===== src/rtl/pipe_stage_reg.sv =====
// Pipeline register between CPU stages. Carries instruction, PC, delay-slot
// flag and exception code with a valid bit. It has two behaviours:
//   MODE=0 : stall-enable register with flush-to-bubble (in_ready = ~stall).
//   MODE=1 : valid/ready stage with a main entry and a one-deep skid entry,
//            giving full throughput and a registered in_ready.
// Payload fields are copied verbatim. A bubble zeroes instr/bd/exc and keeps
// the incoming PC, so the bubble still carries a usable EPC candidate.
module pipe_stage_reg #(
  parameter int unsigned           INSTR_W          = 32,
  parameter int unsigned           PC_W             = 32,
  parameter int unsigned           EXC_W            = 5,
  parameter logic [PC_W-1:0]       RESET_PC         = PC_W'(32'h0000_3000),
  parameter int unsigned           MODE             = 0,
  parameter bit                    FLUSH_OVER_STALL = 1'b1
) (
  input  logic               clk,
  input  logic               reset,
  input  logic               stall,
  input  logic               flush,
  input  logic               in_valid,
  output logic               in_ready,
  input  logic [INSTR_W-1:0] in_instr,
  input  logic [PC_W-1:0]    in_pc,
  input  logic               in_bd,
  input  logic [EXC_W-1:0]   in_exc,
  output logic               out_valid,
  input  logic               out_ready,
  output logic [INSTR_W-1:0] out_instr,
  output logic [PC_W-1:0]    out_pc,
  output logic               out_bd,
  output logic [EXC_W-1:0]   out_exc,
  output logic [1:0]         occupancy
);

  // Packed payload layout: {instr, pc, bd, exc}
  localparam int unsigned PW = INSTR_W + PC_W + 1 + EXC_W;

  logic [PW-1:0] in_data;
  logic [PW-1:0] bubble_data;
  logic [PW-1:0] reset_data;

  assign in_data     = {in_instr, in_pc, in_bd, in_exc};
  assign bubble_data = {{INSTR_W{1'b0}}, in_pc, 1'b0, {EXC_W{1'b0}}};
  assign reset_data  = {{INSTR_W{1'b0}}, RESET_PC, 1'b0, {EXC_W{1'b0}}};

  logic [PW-1:0] main_data_reg;

  assign out_instr = main_data_reg[PW-1 -: INSTR_W];
  assign out_pc    = main_data_reg[EXC_W+1 +: PC_W];
  assign out_bd    = main_data_reg[EXC_W];
  assign out_exc   = main_data_reg[EXC_W-1:0];

  generate
    if (MODE == 0) begin : g_stall_reg
      logic valid_reg;
      logic do_flush;
      logic unused_out_ready;

      // Downstream readiness has no meaning for a lock-step stage.
      assign unused_out_ready = out_ready;

      // Resolve stall/flush collision according to the chosen priority.
      assign do_flush = FLUSH_OVER_STALL ? flush : (flush & ~stall);

      assign in_ready  = ~stall;
      assign out_valid = valid_reg;
      assign occupancy = {1'b0, valid_reg};

      // Bubble on flush, hold on stall, otherwise capture the upstream beat.
      always_ff @(posedge clk or posedge reset) begin
        if (reset) begin
          valid_reg     <= 1'b0;
          main_data_reg <= reset_data;
        end else if (do_flush) begin
          valid_reg     <= 1'b0;
          main_data_reg <= bubble_data;
        end else if (!stall) begin
          valid_reg     <= in_valid;
          main_data_reg <= in_data;
        end
      end
    end else begin : g_skid_reg
      logic          main_valid_reg, main_valid_next;
      logic [PW-1:0] main_data_next;
      logic          skid_valid_reg, skid_valid_next;
      logic [PW-1:0] skid_data_reg, skid_data_next;
      logic          in_ready_reg;
      logic [1:0]    occupancy_reg;
      logic          accept;
      logic          emit;
      logic          unused_stall;

      // A handshake stage never stalls by command; backpressure is out_ready.
      assign unused_stall = stall;

      assign accept    = in_valid & in_ready_reg;
      assign emit      = main_valid_reg & out_ready;

      assign in_ready  = in_ready_reg;
      assign out_valid = main_valid_reg;
      assign occupancy = occupancy_reg;

      // Next-state for the main/skid pair. The skid entry is only ever
      // filled when main is occupied and blocked, so skid valid implies main
      // valid and no accept can happen while skid is full.
      always_comb begin
        main_valid_next = main_valid_reg;
        main_data_next  = main_data_reg;
        skid_valid_next = skid_valid_reg;
        skid_data_next  = skid_data_reg;
        if (flush) begin
          main_valid_next = 1'b0;
          main_data_next  = bubble_data;
          skid_valid_next = 1'b0;
          skid_data_next  = '0;
        end else if (skid_valid_reg) begin
          if (emit) begin
            main_data_next  = skid_data_reg;
            skid_valid_next = 1'b0;
          end
        end else if (main_valid_reg) begin
          if (accept && emit) begin
            main_data_next = in_data;
          end else if (accept) begin
            skid_valid_next = 1'b1;
            skid_data_next  = in_data;
          end else if (emit) begin
            main_valid_next = 1'b0;
          end
        end else if (accept) begin
          main_valid_next = 1'b1;
          main_data_next  = in_data;
        end
      end

      // Register entries, the ready flag and the occupancy count together.
      always_ff @(posedge clk or posedge reset) begin
        if (reset) begin
          main_valid_reg <= 1'b0;
          main_data_reg  <= reset_data;
          skid_valid_reg <= 1'b0;
          skid_data_reg  <= '0;
          in_ready_reg   <= 1'b1;
          occupancy_reg  <= 2'd0;
        end else begin
          main_valid_reg <= main_valid_next;
          main_data_reg  <= main_data_next;
          skid_valid_reg <= skid_valid_next;
          skid_data_reg  <= skid_data_next;
          in_ready_reg   <= ~skid_valid_next;
          occupancy_reg  <= {skid_valid_next, main_valid_next & ~skid_valid_next};
        end
      end
    end
  endgenerate

endmodule


===== config.mk =====
export PLATFORM = sky130hd
export DESIGN_NAME = pipe_stage_reg
export DESIGN_NICKNAME = d
export VERILOG_FILES = /design/src/rtl/pipe_stage_reg.sv
export SDC_FILE = /design/constraint.sdc
export NUM_CORES = 1
export LEC_CHECK = 0
export CORE_ASPECT_RATIO = 0.5
export CORE_UTILIZATION = 36
export DETAILED_ROUTE_END_ITERATION = 10
export PLACE_DENSITY = 0.79
export SYNTH_ARGS = -nofsm -noshare
export SYNTH_HDL_FRONTEND = slang
export SYNTH_SLANG_ARGS = --single-unit

===== constraint.sdc =====
create_clock -name clk -period 2.07 [get_ports clk]
set_input_delay 0.414 -clock clk [delete_from_list [all_inputs] [get_ports clk]]
set_output_delay 0.414 -clock clk [all_outputs]
set_load 0.05 [all_outputs]

==> metrics.cfg, run 1 <==
[run_status]
status=finished clean

[timing]
drv_slew=0
min_period_ns=1.93
maxSlewHeadroom_pct=64.0
finalHoldViolCount=0
fmax_ghz=0.517
skew_ns=0
period_share_pct=93.5
timing.setup.tns_ns=0
finalSetupViolations=0
worstMarginPinSlew_ns=0.538
rsz0062_at_grt=false

[floorplan]
die_x_um=129
dieHeight_um=65.5
io_pins=150
dieArea_um2=8440
initial_utilization_pct=38.3
core_um2=7570
placementRows=22

[global_route]
grt_pass1_vias=2265
grt_max_degree=72
grt_antenna_before_repair=0
grt-ovfl-total=0
grt_pass1_wl_um=11500
grt_usage_pct=18.4

[cts]
hold_buffers=0
clock_path_buffers=2
post_cts_buffers=0
cts_tree=yes
ctsHtreeMaxLevel=3
root_buffer=clkbuf_16
cts_buffers=9
cts_resized=0
clock_latency_ns=0.32
path_clk_slew_ns=0.05
cts.sinks=71

[detailed_routing]
routed-via-count=2064
avgRoutedWirePerCell_um=15.9
wl_met1_um=2920
drt_pass1_iterations=4
routed.top_layer=met4
totalWireLength_um=7310
drc=0
dr_wl_met3_um=245
wl_met2_um=4020
viasPerCell=4.48
drtAntennaViolNets=0
drt-initial-drc-count=109

[finish]
stdcell_count=461
syn2layout_area_growth_pct=63.7
drive_gt1_share_pct=16.1
antenna_cells=0
finalNetCount=424
largest_reg_flops=70
postLayoutCellArea_um2=4750

[setup_path]
worst_setup_path_end_kind=primary output
worstPathRequired_ns=1.66
worstPathCellList=clkdlybuf4s50_1
startpoint_type=flop
critPathSlowestCell=clkdlybuf4s50_1
crit_arrival_ns=1.52
crit_buf_inv=1
crit_family=buffers and inverters
slowest_delay_ns=0.84
worst-setup-path-type=flop to primary output
critPathMaxFanout=2

[synthesis]
netlist_area_um2=2900
yosysWarnings=0
synth.avg_cell_area_um2=14.5
synth_cell_types=13
netlist_instances=200
seq_area_frac_synth_pct=61.3
ys_ff_latch=71
synth_nets=276

[power]
power_leakage_nw=2.21
ir_drop_mv=0.498
powerDensity_nw_per_um2=827

[placement]
placed_area_um2=4470
port_buffers=147
dpl.cell_count=445
finalWeightedCongestion=0.693
dp_hpwl_um=5280

[min_path]
min_path_type=flop to flop

[flow_run]
cap_violations=0

logic make-up after synthesis:
family	Yosys count	share of synthesized area, %
buffers and inverters	17	3.54
DFF	71	61.3
muxes	71	29.8
and+or+nand+nor	40	5.26
other	1	0.129
per-layer routing:
layer,vias up,track usage (%)
li1,967,-
met1,1036,20.8
met2,49,33.7
met4,0,6.47
met5,-,0
met3,12,5.05
power by group:
part	switching, W	internal (W)	total [W]
sequential	0.0000562	0.00149	0.00154
clock	0.000516	0.000911	0.00143
combinational	0.000544	0.000413	0.000957
per-stage QoR:
stage,hold WS (ns),utilization (%),total power (W),worst slack [ns]
3_5_place_dp,0.493,59.0,0.00253,0.289
5_1_grt,0.522,62.8,0.00409,0.0965
4_1_cts,0.511,62.8,0.00398,0.119
3_3_place_gp,0.495,59.0,0.00251,0.289
2_1_floorplan,0.561,-,0.00214,0.596
6_report,0.508,62.8,0.00393,0.135
final cells by class:
cell class | instances | area, µm²
fill | 578 | 2820
sequential | 71 | 1780
timing repair buffer | 152 | 1520
multi-input combinational | 112 | 1020
clock buffer | 16 | 282
tap | 108 | 135
inverter | 2 | 11.3
final timing paths:
path / from / to / slack, ns / cells past startpoint
min in group asynchronous: reset / main_data_reg[61] / 0.54 / 3
hold reg to reg: main_data_reg[10] / main_data_reg[10] / 0.51 / 1
setup reg to reg: main_data_reg[16] / main_data_reg[16] / 1.29 / 1
setup / recovery: main_data_reg[54] / out_instr[16] / 0.14 / 1
hold / removal: main_data_reg[10] / main_data_reg[10] / 0.51 / 1
max in group asynchronous: reset / main_data_reg[19] / 1.22 / 3
synth_stat cells:
master	n	area share, %
buf_6	3	1.2
dfstp_2	2	1.8
clkbuf_1	3	0.39
buf_4	2	0.52
dfrtp_1	69	60
mux2_2	2	0.78
buf_2	7	1.2
mux2_4	30	16
nor2_1	39	5.0
conb_1	1	0.13
inv_1	2	0.26
nand2b_1	1	0.22
mux2i_1	39	13
cells in the final DEF, fill, tap and decap left out, drive strengths merged:
master | Yosys | routed
nand2b | 1 | 1
clkbuf | 3 | 16
nor2 | 39 | 39
buf | 12 | 9
mux2i | 39 | 39
dfrtp | 69 | 69
conb | 1 | 1
clkinvlp | 0 | 1
inv | 2 | 1
mux2 | 32 | 32
dfstp | 2 | 2
clkdlybuf4s50 | 0 | 143
Note: power is estimated with default switching activity, not from simulation.
==> run 2: changes to the inputs <==
Clock period 2.07 ns to 1.6 ns, I/O delays scaled along.
==> metrics.cfg, run 2 (synthesis results as in run 1) <==
[cts]
root_buffer=clkbuf_16
cts_buffers=9
clock_latency_ns=0.32
cts_tree=yes
post_cts_buffers=0
clock_path_buffers=2
hold_buffers=0
cts_resized=0
ctsHtreeMaxLevel=3
path_clk_slew_ns=0.05
cts.sinks=71

[timing]
drv_slew=0
finalHoldViolCount=0
skew_ns=0
rsz0062_at_grt=false
finalSetupViolations=0
min_period_ns=1.34
fin_ws_ns=0.256
period_share_pct=84.0
fmax_ghz=0.744

[power]
p_switching_w=0.00147
swShare_pct=27.8
ir_drop_mv=0.638
p_total_w=0.00531
power_leakage_nw=2.37
powerDensity_nw_per_um2=1130
clock_power_share_pct=39.2
power_frac_comb_pct=23.0
intPower_w=0.00383
power_frac_seq_pct=37.8

[placement]
port_buffers=147
finalWeightedCongestion=0.764
dp_hpwl_um=5570
pre_cts_slack_ns=-0.0745

[finish]
largest_reg_flops=70
layout_commonest_cell=buf_4
syn2layout_area_growth_pct=61.6
layout_common_cells=79 x buf_4, 73 x clkdlybuf4s50_1, 69 x dfrtp_1, 39 x mux2i_1, 39 x nor2_1
antenna_cells=0
finalNetCount=430
fillers=589
drive_gt1_share_pct=37.7
final_util_pct=62.0

[floorplan]
io_pins=150
core_um2=7570
initial_utilization_pct=38.3
dieArea_um2=8440
placementRows=22
die_x_um=129
dieHeight_um=65.5

[setup_path]
startpoint_type=flop
worst_setup_path_end_kind=primary output
critPathMaxFanout=2
worstPathCellList=buf_12
crit_family=flip-flops
worst-setup-path-type=flop to primary output
slowest_delay_ns=0.56
critPathSlowestCell=dfstp_2
crit_arrival_ns=1.02
worstPathRequired_ns=1.28
crit_buf_inv=1

[detailed_routing]
wl_met2_um=4200
drc=0
routed.top_layer=met4
drt_pass1_iterations=4
totalWireLength_um=7400
drtAntennaViolNets=0
wl_met1_um=2830
routed-via-count=2106
viasPerCell=4.52
drt-initial-drc-count=61
dr_wl_met3_um=262
avgRoutedWirePerCell_um=15.9

[global_route]
grt_pass1_vias=2327
grt_usage_pct=18.5
grt_antenna_before_repair=0
grt_max_degree=40
grt_pass1_wl_um=11600
grt-ovfl-total=0

[min_path]
min_path_type=primary input to async pin

[run_status]
status=finished clean

[flow_run]
cap_violations=0

==> run 2: path summary, 6_finish.rpt <==
kind	start	endpoint	slack, ns	cells after the start
worst max-delay path	main_data_reg[18]	out_pc[12]	0.26	1
worst min-delay path	reset	main_data_reg[36]	0.29	2
worst max register to register	main_data_reg[21]	main_data_reg[21]	0.82	1
worst min register to register	main_data_reg[7]	main_data_reg[7]	0.51	1
max in group asynchronous	reset	main_data_reg[19]	0.83	3
min in group clk	main_data_reg[7]	main_data_reg[7]	0.51	1
==> run 2: stage by stage <==
stage               setup TNS [ns]  hold WS (ns)  instances  cell area, µm²
detailed placement           -1.58         0.500        451            4380
global route                     0         0.316        466            4690
CTS                              0         0.292        466            4690
global placement            -0.904         0.497        451            4380
floorplan                        0         0.467        200            2910
finish                           0         0.288        466            4690
==> run 2: area by class of cell <==
| cell class | count | area, µm² | share of cell area [%] |
|---|---|---|---|
| Clock buffer | 11 | 243 | 5.18 |
| Clock inverter | 4 | 70.1 | 1.49 |
| Inverter | 2 | 11.3 | 0.240 |
| Multi-Input combinational cell | 112 | 1020 | 21.8 |
| Sequential cell | 71 | 1780 | 37.9 |
| Tap cell | 108 | 135 | 2.88 |
| Timing Repair Buffer | 158 | 1430 | 30.5 |
==> run 2: routing by layer <==
metal | track usage [%] | up-vias
met4 | 6.76 | 0
met1 | 19.6 | 1070
met3 | 5.05 | 11
li1 | - | 966
met5 | 0 | -
met2 | 35.6 | 59
==> run 2: power groups by stage <==
| stage | logic, W | registers [W] | clock network (W) |
|---|---|---|---|
| global route | 0.00127 | 0.00202 | 0.00221 |
| detailed placement | 0.00123 | 0.00203 | 0 |
| floorplan | 0.000303 | 0.00246 | 0 |
| global placement | 0.00120 | 0.00203 | 0 |
| finish | 0.00122 | 0.00201 | 0.00208 |
| CTS | 0.00123 | 0.00201 | 0.00213 |
==> run 3: changes to the inputs <==
Settings changed: CORE_UTILIZATION 36 to 40, PLACE_DENSITY 0.79 to 0.83.
Clock period 1.6 ns to 1.35 ns, I/O delays scaled along.
==> metrics.cfg, run 3 (synthesis results as in run 1) <==
[run_status]
status=finished clean

[floorplan]
initial_utilization_pct=42.3
dieHeight_um=62.2
core_um2=6860
io_pins=150
placementRows=21
die_x_um=122
dieArea_um2=7620

[setup_path]
rr_startpoint=main_data_reg[10]
crit_path_start=main_data_reg[18]
startpoint_type=flop
worst_setup_path_end_kind=primary output
slowest_delay_ns=0.57
worst-setup-path-type=flop to primary output
crit_family=flip-flops
worstPathCellList=buf_12
crit_buf_inv=1
worstPathRequired_ns=1.08
critPathMaxFanout=2
critPathSlowestCell=dfstp_2
crit_arrival_ns=1.05

[timing]
fmax_ghz=0.760
skew_ns=0
min_period_ns=1.32
rsz0062_at_grt=false
finalSetupViolations=0
period_share_pct=97.5
timing.setup.tns_ns=0
drv_slew=0
finalHoldViolCount=0

[cts]
clock_path_buffers=2
cts.sinks=71
cts_buffers=9
cts_tree=yes
root_buffer=clkbuf_16
clock_latency_ns=0.33
path_clk_slew_ns=0.06
ctsHtreeMaxLevel=3

[flow_run]
cap_violations=0

[detailed_routing]
avgRoutedWirePerCell_um=21.7
drt-initial-drc-count=106
routed-via-count=2211
totalWireLength_um=9760
viasPerCell=4.92
drt_pass1_iterations=4
drc=0
drtAntennaViolNets=0

[placement]
dp_hpwl_um=6530
finalWeightedCongestion=0.835
port_buffers=147

[power]
p_switching_w=0.00199
power_leakage_nw=2.63
power_frac_comb_pct=27.6
ir_drop_mv=0.773
power_frac_seq_pct=36.8
powerDensity_nw_per_um2=1210
swShare_pct=29.7
clock_power_share_pct=35.6
intPower_w=0.00472

[min_path]
min_path_type=primary input to async pin

[finish]
finalNetCount=427
syn2layout_area_growth_pct=91.0
final_util_pct=80.8
layout_common_cells=77 x buf_12, 73 x clkdlybuf4s50_1, 69 x dfrtp_1, 39 x mux2i_1, 39 x nor2_1
layout_commonest_cell=buf_12
largest_reg_flops=70
drive_gt1_share_pct=37.6

[global_route]
grt_max_degree=40
grt_antenna_before_repair=1
grt_usage_pct=26.7
grt-ovfl-total=0
grt_pass1_wl_um=14800
grt_pass1_vias=2572

run 3: metrics by stage:
step	power, W	worst slack, ns	hold WS [ns]	instances	instance area (µm²)
3_5_place_dp	0.00433	-0.278	0.568	432	5240
6_report	0.00671	0.0342	0.289	449	5540
3_3_place_gp	0.00428	-0.253	0.562	432	5240
2_1_floorplan	0.00328	0.160	0.417	200	2910
4_1_cts	0.00671	0.0115	0.269	448	5530
5_1_grt	0.00692	0.00849	0.294	449	5540
run 3: timing repair:
item / in CTS / in global routing
buffers inserted: 0 / 0
hold buffers: 0 / 0
setup endpoints to repair: 0 / 1
resized for setup: 0 / 1
hold endpoints to repair: 0 / 0
run 3: final timing paths:
| kind | cells after the start | to | slack (ns) |
|---|---|---|---|
| min in group clk | 4 | main_data_reg[0] | 0.49 |
| setup / recovery | 1 | out_pc[12] | 0.03 |
| max in group asynchronous | 3 | main_data_reg[62] | 0.58 |
| setup reg to reg | 1 | main_data_reg[10] | 0.46 |
| hold / removal | 2 | main_data_reg[20] | 0.29 |
| hold reg to reg | 1 | main_data_reg[28] | 0.58 |
run 3: power by group through the flow:
stage	logic [W]	registers (W)	clock network [W]
6_report	0.00185	0.00247	0.00239
5_1_grt	0.00191	0.00248	0.00252
4_1_cts	0.00185	0.00247	0.00239
3_5_place_dp	0.00183	0.00250	0
3_3_place_gp	0.00179	0.00248	0
2_1_floorplan	0.000360	0.00292	0
run 3: area by class of cell:
| cell class | count | area, µm² |
|---|---|---|
| timing repair buffer | 155 | 2310 |
| antenna | 1 | 2.50 |
| tap | 92 | 115 |
| multi-input combinational | 112 | 1030 |
| sequential | 71 | 1780 |
| fill | 320 | 1320 |
| clock inverter | 6 | 60.1 |
| clock buffer | 10 | 239 |
| inverter | 2 | 11.3 |
run 3: per-layer routing:
layer | global-route usage, % | part of all wire [%]
met1 | 28.9 | 38
met2 | 47.6 | 55
met3 | 7.44 | 3.8
met4 | 13.6 | 3.3
met5 | 0 | 0
